[src/rtl/argon_alu_seq.sv]
// argon_alu_seq: command-driven bus ALU with registered A/B/F/Op/Y/YH state,
// a busy/done handshake and an optional multi-cycle shift-add multiplier.
// Optional feature macro: ALU_MUL_EN (defined = sequential MUL opcode and
// high result half; undefined = MUL is a single-cycle ERROR result).
module argon_alu_seq #(
    parameter int WIDTH = 16,
    parameter int SHW   = $clog2(WIDTH)
) (
    input  logic             i_Clk,
    input  logic             i_Reset_n,
    input  logic [3:0]       i_command,
    input  logic             i_valid,
    input  logic [WIDTH-1:0] i_data,
    output logic [WIDTH-1:0] o_data,
    output logic             o_valid,
    output logic             o_busy,
    output logic             o_done
);

    localparam logic [3:0] CMD_LATCHA   = 4'd1;
    localparam logic [3:0] CMD_LATCHB   = 4'd2;
    localparam logic [3:0] CMD_LATCHF   = 4'd3;
    localparam logic [3:0] CMD_LATCHOP  = 4'd4;
    localparam logic [3:0] CMD_COMPUTE  = 4'd5;
    localparam logic [3:0] CMD_OUTPUTY  = 4'd6;
    localparam logic [3:0] CMD_OUTPUTF  = 4'd7;
    localparam logic [3:0] CMD_OUTPUTYH = 4'd8;

    localparam logic [3:0] OP_ADD  = 4'd0;
    localparam logic [3:0] OP_ADC  = 4'd1;
    localparam logic [3:0] OP_SBC  = 4'd2;
    localparam logic [3:0] OP_CMP  = 4'd3;
    localparam logic [3:0] OP_INC  = 4'd4;
    localparam logic [3:0] OP_DEC  = 4'd5;
    localparam logic [3:0] OP_NAND = 4'd6;
    localparam logic [3:0] OP_AND  = 4'd7;
    localparam logic [3:0] OP_OR   = 4'd8;
    localparam logic [3:0] OP_NOR  = 4'd9;
    localparam logic [3:0] OP_XOR  = 4'd10;
    localparam logic [3:0] OP_LSH  = 4'd11;
    localparam logic [3:0] OP_RSH  = 4'd12;
    localparam logic [3:0] OP_ROL  = 4'd13;
    localparam logic [3:0] OP_ROR  = 4'd14;
    localparam logic [3:0] OP_MUL  = 4'd15;

    logic [WIDTH-1:0] a_q, a_d, b_q, b_d, y_q, y_d, yh_q, yh_d;
    logic [7:0]       f_q, f_d;
    logic [3:0]       op_q, op_d;
    logic             done_q, done_d;
    logic             busy;

    logic [WIDTH-1:0]   alu_y;
    logic [7:0]         alu_f;
    logic [WIDTH:0]     wide;
    logic [2*WIDTH-1:0] rot;
    logic [SHW-1:0]     amt;
    logic               carry, eq, gt, lt, zero;

`ifdef ALU_MUL_EN
    typedef enum logic {S_IDLE, S_MUL} state_t;
    state_t             state_q, state_d;
    logic [2*WIDTH-1:0] mcand_q, mcand_d, acc_q, acc_d, step;
    logic [WIDTH-1:0]   mplier_q, mplier_d;
    logic [SHW-1:0]     cnt_q, cnt_d;

    assign busy = (state_q == S_MUL);
`else
    assign busy = 1'b0;
`endif

    assign o_busy = busy;
    assign o_done = done_q;

    // Single-cycle datapath: result word and flag byte for opcodes 0-14
    always_comb begin
        alu_y = y_q;
        carry = 1'b0;
        eq    = 1'b0;
        gt    = 1'b0;
        lt    = 1'b0;
        wide  = '0;
        rot   = '0;
        amt   = b_q[SHW-1:0];
        case (op_q)
            OP_ADD: begin
                wide  = {1'b0, a_q} + {1'b0, b_q};
                alu_y = wide[WIDTH-1:0];
                carry = wide[WIDTH];
            end
            OP_ADC: begin
                wide  = {1'b0, a_q} + {1'b0, b_q} + {{WIDTH{1'b0}}, f_q[0]};
                alu_y = wide[WIDTH-1:0];
                carry = wide[WIDTH];
            end
            OP_SBC: begin
                wide  = {1'b0, a_q} - {1'b0, b_q} - {{WIDTH{1'b0}}, ~f_q[0]};
                alu_y = wide[WIDTH-1:0];
                carry = ~wide[WIDTH];
            end
            OP_CMP: begin
                eq = (a_q == b_q);
                gt = (a_q > b_q);
                lt = (a_q < b_q);
            end
            OP_INC: begin
                alu_y = a_q + 1'b1;
                carry = (a_q == {WIDTH{1'b1}});
            end
            OP_DEC: begin
                alu_y = a_q - 1'b1;
                carry = (a_q == '0);
            end
            OP_NAND: alu_y = ~(a_q & b_q);
            OP_AND:  alu_y = a_q & b_q;
            OP_OR:   alu_y = a_q | b_q;
            OP_NOR:  alu_y = ~(a_q | b_q);
            OP_XOR:  alu_y = a_q ^ b_q;
            OP_LSH: begin
                wide  = {1'b0, a_q} << amt;
                alu_y = wide[WIDTH-1:0];
                carry = wide[WIDTH];
            end
            OP_RSH: alu_y = a_q >> amt;
            OP_ROL: begin
                rot   = {a_q, a_q} << amt;
                alu_y = rot[2*WIDTH-1:WIDTH];
            end
            OP_ROR: begin
                rot   = {a_q, a_q} >> amt;
                alu_y = rot[WIDTH-1:0];
            end
            OP_MUL:  alu_y = '0;
            default: alu_y = y_q;
        endcase
        zero  = (op_q == OP_CMP) ? eq : (alu_y == '0);
        alu_f = {2'b00, 1'b0, lt, gt, eq, zero, carry};
    end

    // Command decode and next-state for all architectural and multiplier state
    always_comb begin
        a_d    = a_q;
        b_d    = b_q;
        y_d    = y_q;
        yh_d   = yh_q;
        f_d    = f_q;
        op_d   = op_q;
        done_d = 1'b0;
`ifdef ALU_MUL_EN
        state_d  = state_q;
        mcand_d  = mcand_q;
        mplier_d = mplier_q;
        acc_d    = acc_q;
        cnt_d    = cnt_q;
        step     = acc_q + (mplier_q[0] ? mcand_q : '0);
`endif
        if (i_valid && !busy) begin
            case (i_command)
                CMD_LATCHA:  a_d  = i_data;
                CMD_LATCHB:  b_d  = i_data;
                CMD_LATCHF:  f_d  = i_data[7:0];
                CMD_LATCHOP: op_d = i_data[3:0];
                CMD_COMPUTE: begin
                    if (op_q == OP_MUL) begin
`ifdef ALU_MUL_EN
                        state_d  = S_MUL;
                        mcand_d  = {{WIDTH{1'b0}}, a_q};
                        mplier_d = b_q;
                        acc_d    = '0;
                        cnt_d    = '0;
`else
                        y_d    = '0;
                        yh_d   = '0;
                        f_d    = 8'h20;
                        done_d = 1'b1;
`endif
                    end else begin
                        y_d    = alu_y;
                        yh_d   = '0;
                        f_d    = alu_f;
                        done_d = 1'b1;
                    end
                end
                default: ;
            endcase
        end
`ifdef ALU_MUL_EN
        if (state_q == S_MUL) begin
            acc_d    = step;
            mcand_d  = mcand_q << 1;
            mplier_d = mplier_q >> 1;
            cnt_d    = cnt_q + 1'b1;
            if (cnt_q == SHW'(WIDTH - 1)) begin
                y_d     = step[WIDTH-1:0];
                yh_d    = step[2*WIDTH-1:WIDTH];
                f_d     = {6'b000000, (step == '0), (step[2*WIDTH-1:WIDTH] != '0)};
                done_d  = 1'b1;
                state_d = S_IDLE;
            end
        end
`endif
    end

    // State registers; reset aborts any multiply in progress
    always_ff @(posedge i_Clk or negedge i_Reset_n) begin
        if (!i_Reset_n) begin
            a_q      <= '0;
            b_q      <= '0;
            y_q      <= '0;
            yh_q     <= '0;
            f_q      <= '0;
            op_q     <= '0;
            done_q   <= 1'b0;
`ifdef ALU_MUL_EN
            state_q  <= S_IDLE;
            mcand_q  <= '0;
            mplier_q <= '0;
            acc_q    <= '0;
            cnt_q    <= '0;
`endif
        end else begin
            a_q      <= a_d;
            b_q      <= b_d;
            y_q      <= y_d;
            yh_q     <= yh_d;
            f_q      <= f_d;
            op_q     <= op_d;
            done_q   <= done_d;
`ifdef ALU_MUL_EN
            state_q  <= state_d;
            mcand_q  <= mcand_d;
            mplier_q <= mplier_d;
            acc_q    <= acc_d;
            cnt_q    <= cnt_d;
`endif
        end
    end

    // Bus read port: combinational from registers, silent while busy or in reset
    always_comb begin
        o_data  = '0;
        o_valid = 1'b0;
        if (i_Reset_n && i_valid && !busy) begin
            case (i_command)
                CMD_OUTPUTY: begin
                    o_data  = y_q;
                    o_valid = 1'b1;
                end
                CMD_OUTPUTF: begin
                    o_data[7:0] = f_q;
                    o_valid     = 1'b1;
                end
                CMD_OUTPUTYH: begin
                    o_data  = yh_q;
                    o_valid = 1'b1;
                end
                default: ;
            endcase
        end
    end

endmodule
[config.mk]
export PLATFORM = sky130hd
export DESIGN_NAME = argon_alu_seq
export DESIGN_NICKNAME = d
export VERILOG_FILES = /design/src/rtl/argon_alu_seq.sv
export SDC_FILE = /design/constraint.sdc
export NUM_CORES = 1
export LEC_CHECK = 0
export CORE_ASPECT_RATIO = 0.6
export CORE_MARGIN = 3
export CORE_UTILIZATION = 30
export CTS_CLUSTER_SIZE = 25
export DETAILED_ROUTE_END_ITERATION = 10
export HOLD_SLACK_MARGIN = 0.03
export SLEW_MARGIN = 20
export SYNTH_ARGS = -nofsm -noshare
export SYNTH_HDL_FRONTEND = slang
export SYNTH_SLANG_ARGS = --single-unit
[constraint.sdc]
create_clock -name i_Clk -period 5 [get_ports i_Clk]
set_input_delay 0.75 -clock i_Clk [delete_from_list [all_inputs] [get_ports i_Clk]]
set_output_delay 0.75 -clock i_Clk [all_outputs]
set_load 0.005 [all_outputs]
======== After elaboration in Yosys (flattened, before gate mapping) ========
Index checks and enable logic that the tools add are counted.
W data, S select, Z words.
operators by class
  add/sub/neg operators ................... 6
  $lt $le $gt $ge ......................... 2
  bitwise logic cells ..................... 7
  mux-type cells .......................... 16
  reduce and logical (&&, ||, !) cells .... 11
  shift-type cells ........................ 4
  equality and inequality tests ........... 25
operators with widths
  kind                     count
  $pmux W16 S15            1
  $eq A4 B4 Y1 const B     9
  $eq A4 B3 Y1 const B     8
  $logic_not A16 Y1        2
  $mux W16                 2
  $not A16 Y16             2
  $pmux W8 S2              2
  $shl A32 B4 Y32          1
  $shr A32 B4 Y16          1
  $add A16 B16 Y17         1
  $add A17 B1 Y17          1
  $shl A16 B4 Y17          1
  $sub A16 B16 Y17         1
  $sub A17 B1 Y17          1
  $add A16 B1 Y16 const B  1
  $and A16 B16 Y16         1
  $eq A16 B16 Y1           1
  $eq A16 B16 Y1 const B   1
  $eq A4 B2 Y1 const B     4
  $gt A16 B16 Y1           1
  $lt A16 B16 Y1           1
  $or A16 B16 Y16          1
  $shr A16 B4 Y16          1
  $sub A16 B1 Y16 const B  1
  other kinds (12)         25
word-level totals
  input port bits ......................... 23
  flip-flop bits (word level) ............. 61
  word-level logic and storage cells ...... 77
  output and inout bits ................... 19

======== Longest topological paths before layout ========
  depth in word-level cells ............... 7
  gate-level depth with buffers ........... 18
  depth with buffers taken out ............ 17

======== Least setup slack after synthesis ========
OpenSTA, ideal clock, no wires.
  path type ............................... register -> register
  from .................................... reg a_q[0]
  to ...................................... reg f_q[1]
  buffers on the path ..................... 1
  data arrival time ....................... 4449 ps
  required time ........................... 4908 ps
  setup slack ............................. 459 ps
  clock period less this slack ............ 4541 ps
  cell stages (with the launch flop) ...... 19
  library setup time ...................... 92 ps
  cells stage by stage .................... dfrtp_1 -> clkbuf_1 -> inv_1 -> fa_1 -> inv_1 -> ha_1 -> or2_2 -> fa_1 -> o21a_1 -> nor3_1 -> nor3_1 -> a2111oi_0 -> o211ai_1 -> a211oi_2 -> and4_1 -> o2111ai_1 -> nand4bb_1 -> or4_1 -> o31ai_2
between the ends
  word-level cells in the longest chain between the ends .. 7
  elaborated cells between the ends (all ways) .. 22
  those cells by class .................... 6 x add/sub; 1 x eq/ne; 4 x shift; 5 x mux; 5 x bitwise; 1 x reduce/logical
RTL lines
  element                                   line  text
  start, declared                           46    logic [WIDTH-1:0] a_q, a_d, b_q, b_d, y_q, y_d, yh_q, yh_d;
  start signal, assigned                    206   a_q <= '0;
  start signal, assigned                    221   a_q <= a_d;
  $sub A16 B16 Y17 (tied with other cells)  96    wide = {1'b0, a_q} - {1'b0, b_q} - {{WIDTH{1'b0}}, ~f_q[0]};
  $sub A17 B1 Y17 (tied with other cells)   96
  $pmux W16 S15                             84    case (op_q)
  $logic_not A16 Y1                         135   zero = (op_q == OP_CMP) ? eq : (alu_y == '0);
  $mux W1 (*)                               135
  $mux W6 (*)                               163   if (op_q == OP_MUL) begin
  $pmux W8 S2 (*)                           157   case (i_command)
  end signal, assigned                      210   f_q <= '0;
  end signal, assigned                      225   f_q <= f_d;
  end, declared                             47    logic [7:0] f_q, f_d;
Mark *: on every way between the ends. The rest lies on a longest branch, timed or not.
A chain may end at the register's enable or synchronous reset.

======== Final worst setup path ========
  from .................................... reg b_q[2]
  to ...................................... reg f_q[1]
between the ends
  word-level cells in the longest chain between the ends .. 7
  elaborated cells between the ends (all ways) .. 20
  those cells by class .................... 4 x add/sub; 1 x eq/ne; 4 x shift; 5 x mux; 5 x bitwise; 1 x reduce/logical
RTL lines
  element                                   line  text
  start, declared                           46
  start signal, assigned                    207   b_q <= '0;
  start signal, assigned                    222   b_q <= b_d;
  $sub A16 B16 Y17 (tied with other cells)  96
  $sub A17 B1 Y17 (tied with other cells)   96
  $pmux W16 S15                             84
  $logic_not A16 Y1                         135
  $mux W1 (*)                               135
  $mux W6 (*)                               163
  $pmux W8 S2 (*)                           157
Marked as above.

==> metrics <==
status complete, no violations; fillers between 3,000 and 4,000; peak supply drop ~0.23 mV; HP Start f_q[2]; drc violations 0; endpoints failing setup 0; Avg Inst Size Synth about 8.0 sq um; Power Total between 5 and 6 mW; Critical R2R Launch b_q[2]; Area Overhead vs Synth 11.6%; largest net degree at the start of global routing 60; Max Clock Skew roughly 0.013 ns; RSZ-0062 raised after global routing false; Worst EP required roughly 5.3 ns; Routed WL approximately 45,000 um; Row Count 50; CTS sink count 61; DR vias/cell approximately 6.3; Slew Viols, Final 0; Final Hold Violating Endpoints 0; crit path launch type flip-flop; Mapped Cells 1,217; die footprint 34,900 sq um; Clock Tree Buf Depth 2; # resized after CTS 0; initial antenna violation count 0; drt pass-1 iters 6; Worst Hold Path Cells 2; Detailed Place HPWL approximately 35,000 um; ratio of final minimum period to clock period 0.939; core area 31,700 sq um; Initial DRC Count 1,594; antenna-violating nets left 0; htree depth 3; Die X roughly 240 um; Hold WC Path Type reg2reg; global-route wire length before repair around 66,000 um; GRT Total Usage 0.253; Crit Path Category reg2reg; Setup Fix Bufs, Post-CTS 0; Num CTS Buffers 9; Post-Place Cells 1,633; Leakage 4.48 nW; layout cells sized above 1 0.127; hold_ws 0.494 ns; synthesized flop and latch total around 60; slew margin rel. 0.231; synth warn 0; count of flip-flops with a built-in enable after synthesis 0; worst-skew pair later-pin latency between 0.3 and 0.4 ns; hold_buf cts 0; Starting Density 0.309; PD cells around 540 nW/um^2; TNS Setup 0 ns; cell area after synthesis 9780 sq um; Async SR Flop Fraction 1.00; GPL Wtd Cong ~1.1; Final Non-Filler Cells between 1,500 and 2,000; Worst Max-Slew Pin Slew around 1.1 ns; Nets 1,350; FF-to-FF End f_q[1]; I/O Buffers 40; Seq/Total Area, Yosys 0.156; CTS tree yes; crit end category flip-flop; Reg clk slew, reported paths roughly 0.060 ns; area post-placement approximately 11,000 sq um; Yosys cell types 94; r2r worst-path depth 13; vias between 10,000 and 15,000; crit path DAT 4.96 ns; syn_nets 1,339; fmax 213 MHz; Die Y between 100 and 150 um; I/O pin total between 40 and 50; Hold EP f_q[2]; final instance area around 11,000 sq um; drt wl/cell 27.3 um; vias in the first global route 9,356; max-cap check violation count 0; clock root cell clkbuf_16; Max FO, Critical Path 15; Period minus WS final between 4 and 5 ns; setup slack, reg-to-reg between 0.3 and 0.4 ns; Top FF cell, synth dfrtp_1; grt total ovfl 0
==> area by class of cell <==
cell class | count | area [sq um] | share of cell area
tap | 416 | 520 | 0.0477
multi-input combinational | 998 | 7510 | 0.688
clock inverter | 5 | 58.8 | 0.00539
timing repair buffer | 91 | 778 | 0.0713
inverter | 67 | 267 | 0.0244
antenna | 1 | 2.50 | 0.000229
clock buffer | 11 | 243 | 0.0222
sequential | 61 | 1530 | 0.140
==> layout by cell type (no fill, tap or decap), types with 14 or more instances in the layout <==
master / netlist / final
nand2_1: 112 / 112
xor2_1: 19 / 19
nor2_1: 107 / 107
mux4_2: 25 / 25
dfrtp_1: 61 / 57
o21ai_0: 65 / 65
nor2b_1: 19 / 19
o21ai_1: 21 / 21
nand3_1: 24 / 24
mux2i_1: 20 / 20
ha_1: 95 / 95
nand2b_1: 16 / 16
inv_1: 65 / 65
nor3_1: 14 / 14
buf_4: 4 / 51
clkdlybuf4s50_1: 0 / 39
a22oi_1: 14 / 14
o22ai_1: 19 / 19
and3_1: 16 / 16
a21oi_1: 78 / 78
and2_1: 17 / 17
mux2_2: 35 / 35
xnor2_1: 42 / 42
==> cell families (layout without fill, tap and decap cells) <==
| family | after synthesis | count (layout) | synth area share |
|---|---|---|---|
| simple gates | 394 | 394 | 0.201 |
| compound gates | 353 | 353 | 0.243 |
| buf+inv | 158 | 174 | 0.0772 |
| fa+ha+maj | 99 | 99 | 0.130 |
| mux | 90 | 90 | 0.138 |
| xor+xnor | 61 | 61 | 0.0547 |
| flops | 61 | 61 | 0.156 |
| other cells | 1 | 2 | 0.000384 |
==> cell usage after synthesis, types with 5 or more instances <==
master / n / area [sq um]
a21o_1: 11 / 82.6
o21ai_0: 65 / 325
nor3_1: 14 / 70.1
clkbuf_1: 53 / 199
o2111ai_1: 6 / 52.6
o31ai_1: 6 / 45.0
xnor2_1: 42 / 368
xor2_1: 19 / 166
and4_1: 6 / 52.6
nor2b_1: 19 / 119
inv_1: 65 / 244
nor3b_1: 10 / 75.1
nand2_1: 112 / 420
nand4_1: 7 / 43.8
nand2b_1: 16 / 100
a21oi_1: 78 / 390
o21ai_1: 21 / 105
buf_2: 20 / 100
buf_6: 7 / 78.8
nor2_1: 107 / 402
nand3b_1: 7 / 52.6
mux2i_1: 20 / 200
o22ai_1: 19 / 119
o21a_1: 10 / 75.1
nor4_1: 9 / 56.3
a221oi_1: 12 / 105
and2_1: 17 / 106
a2111oi_0: 6 / 52.6
dfrtp_1: 61 / 1530
mux2_1: 5 / 56.3
o22a_1: 6 / 52.6
a211oi_1: 12 / 90.1
and3_1: 16 / 100
ha_1: 95 / 1190
mux2_2: 35 / 394
a31oi_1: 12 / 75.1
a22oi_1: 14 / 105
mux4_1: 5 / 131
o21bai_1: 12 / 90.1
o211ai_1: 10 / 75.1
mux4_2: 25 / 563
nand3_1: 24 / 120
a2bb2oi_1: 8 / 70.1
==> worst max path at each step <==
stage | startpoint | endpoint | slack (ns) | cells after the start
detailed placement | a_q[0] | y_q[14] | 0.35 | 17
floorplan | a_q[0] | f_q[1] | 0.46 | 18
global route | a_q[0] | y_q[14] | 0.004 | 17
global placement | a_q[0] | y_q[14] | 0.53 | 17
finish | b_q[2] | f_q[1] | 0.31 | 13
CTS | a_q[0] | y_q[14] | 0.30 | 17
==> stage by stage <==
stage / setup slack (ns) / utilization
2_1_floorplan: 0.459 / -
3_3_place_gp: 0.530 / 0.335
3_5_place_dp: 0.354 / 0.335
4_1_cts: 0.297 / 0.344
5_1_grt: 0.00435 / 0.345
6_report: 0.305 / 0.345
==> worst max-delay path: stages (launching register included) <==
cell,delay (ns)
dfrtp_2,0.41
clkinv_2,0.27
ha_1,0.71
nor2b_1,0.31
o21a_1,0.31
nor2_1,0.09
xnor2_1,0.55
nand4b_1,0.39
nor4_2,0.47
nor2_1,0.06
o21ai_0,0.17
a31oi_1,0.11
or4_1,0.55
o31ai_2,0.18
==> power breakdown <==
part           switching [mW]  leakage, nW  internal [mW]  total, mW
Sequential              0.159        0.745          0.640      0.799
Combinational            2.76         3.59           1.62       4.39
Clock                   0.270        0.142          0.401      0.671
Total                    3.19         4.48           2.67       5.86
==> sequential cells by signal, summed over array words and instances, names as in the netlist <==
register and count:
op_q 4, b_q 16, a_q 16, y_q 16
o_done 1, f_q 8
==> per-layer routing <==
layer / share of wire / vias up / global-route usage
met5: 0 / - / 0
met1: 0.48 / 5149 / 0.398
met2: 0.36 / 690 / 0.306
met3: 0.15 / 53 / 0.117
met4: 0.014 / 0 / 0.0393
li1: - / 4475 / -
No activity file was read; power rests on OpenSTA's default activity.
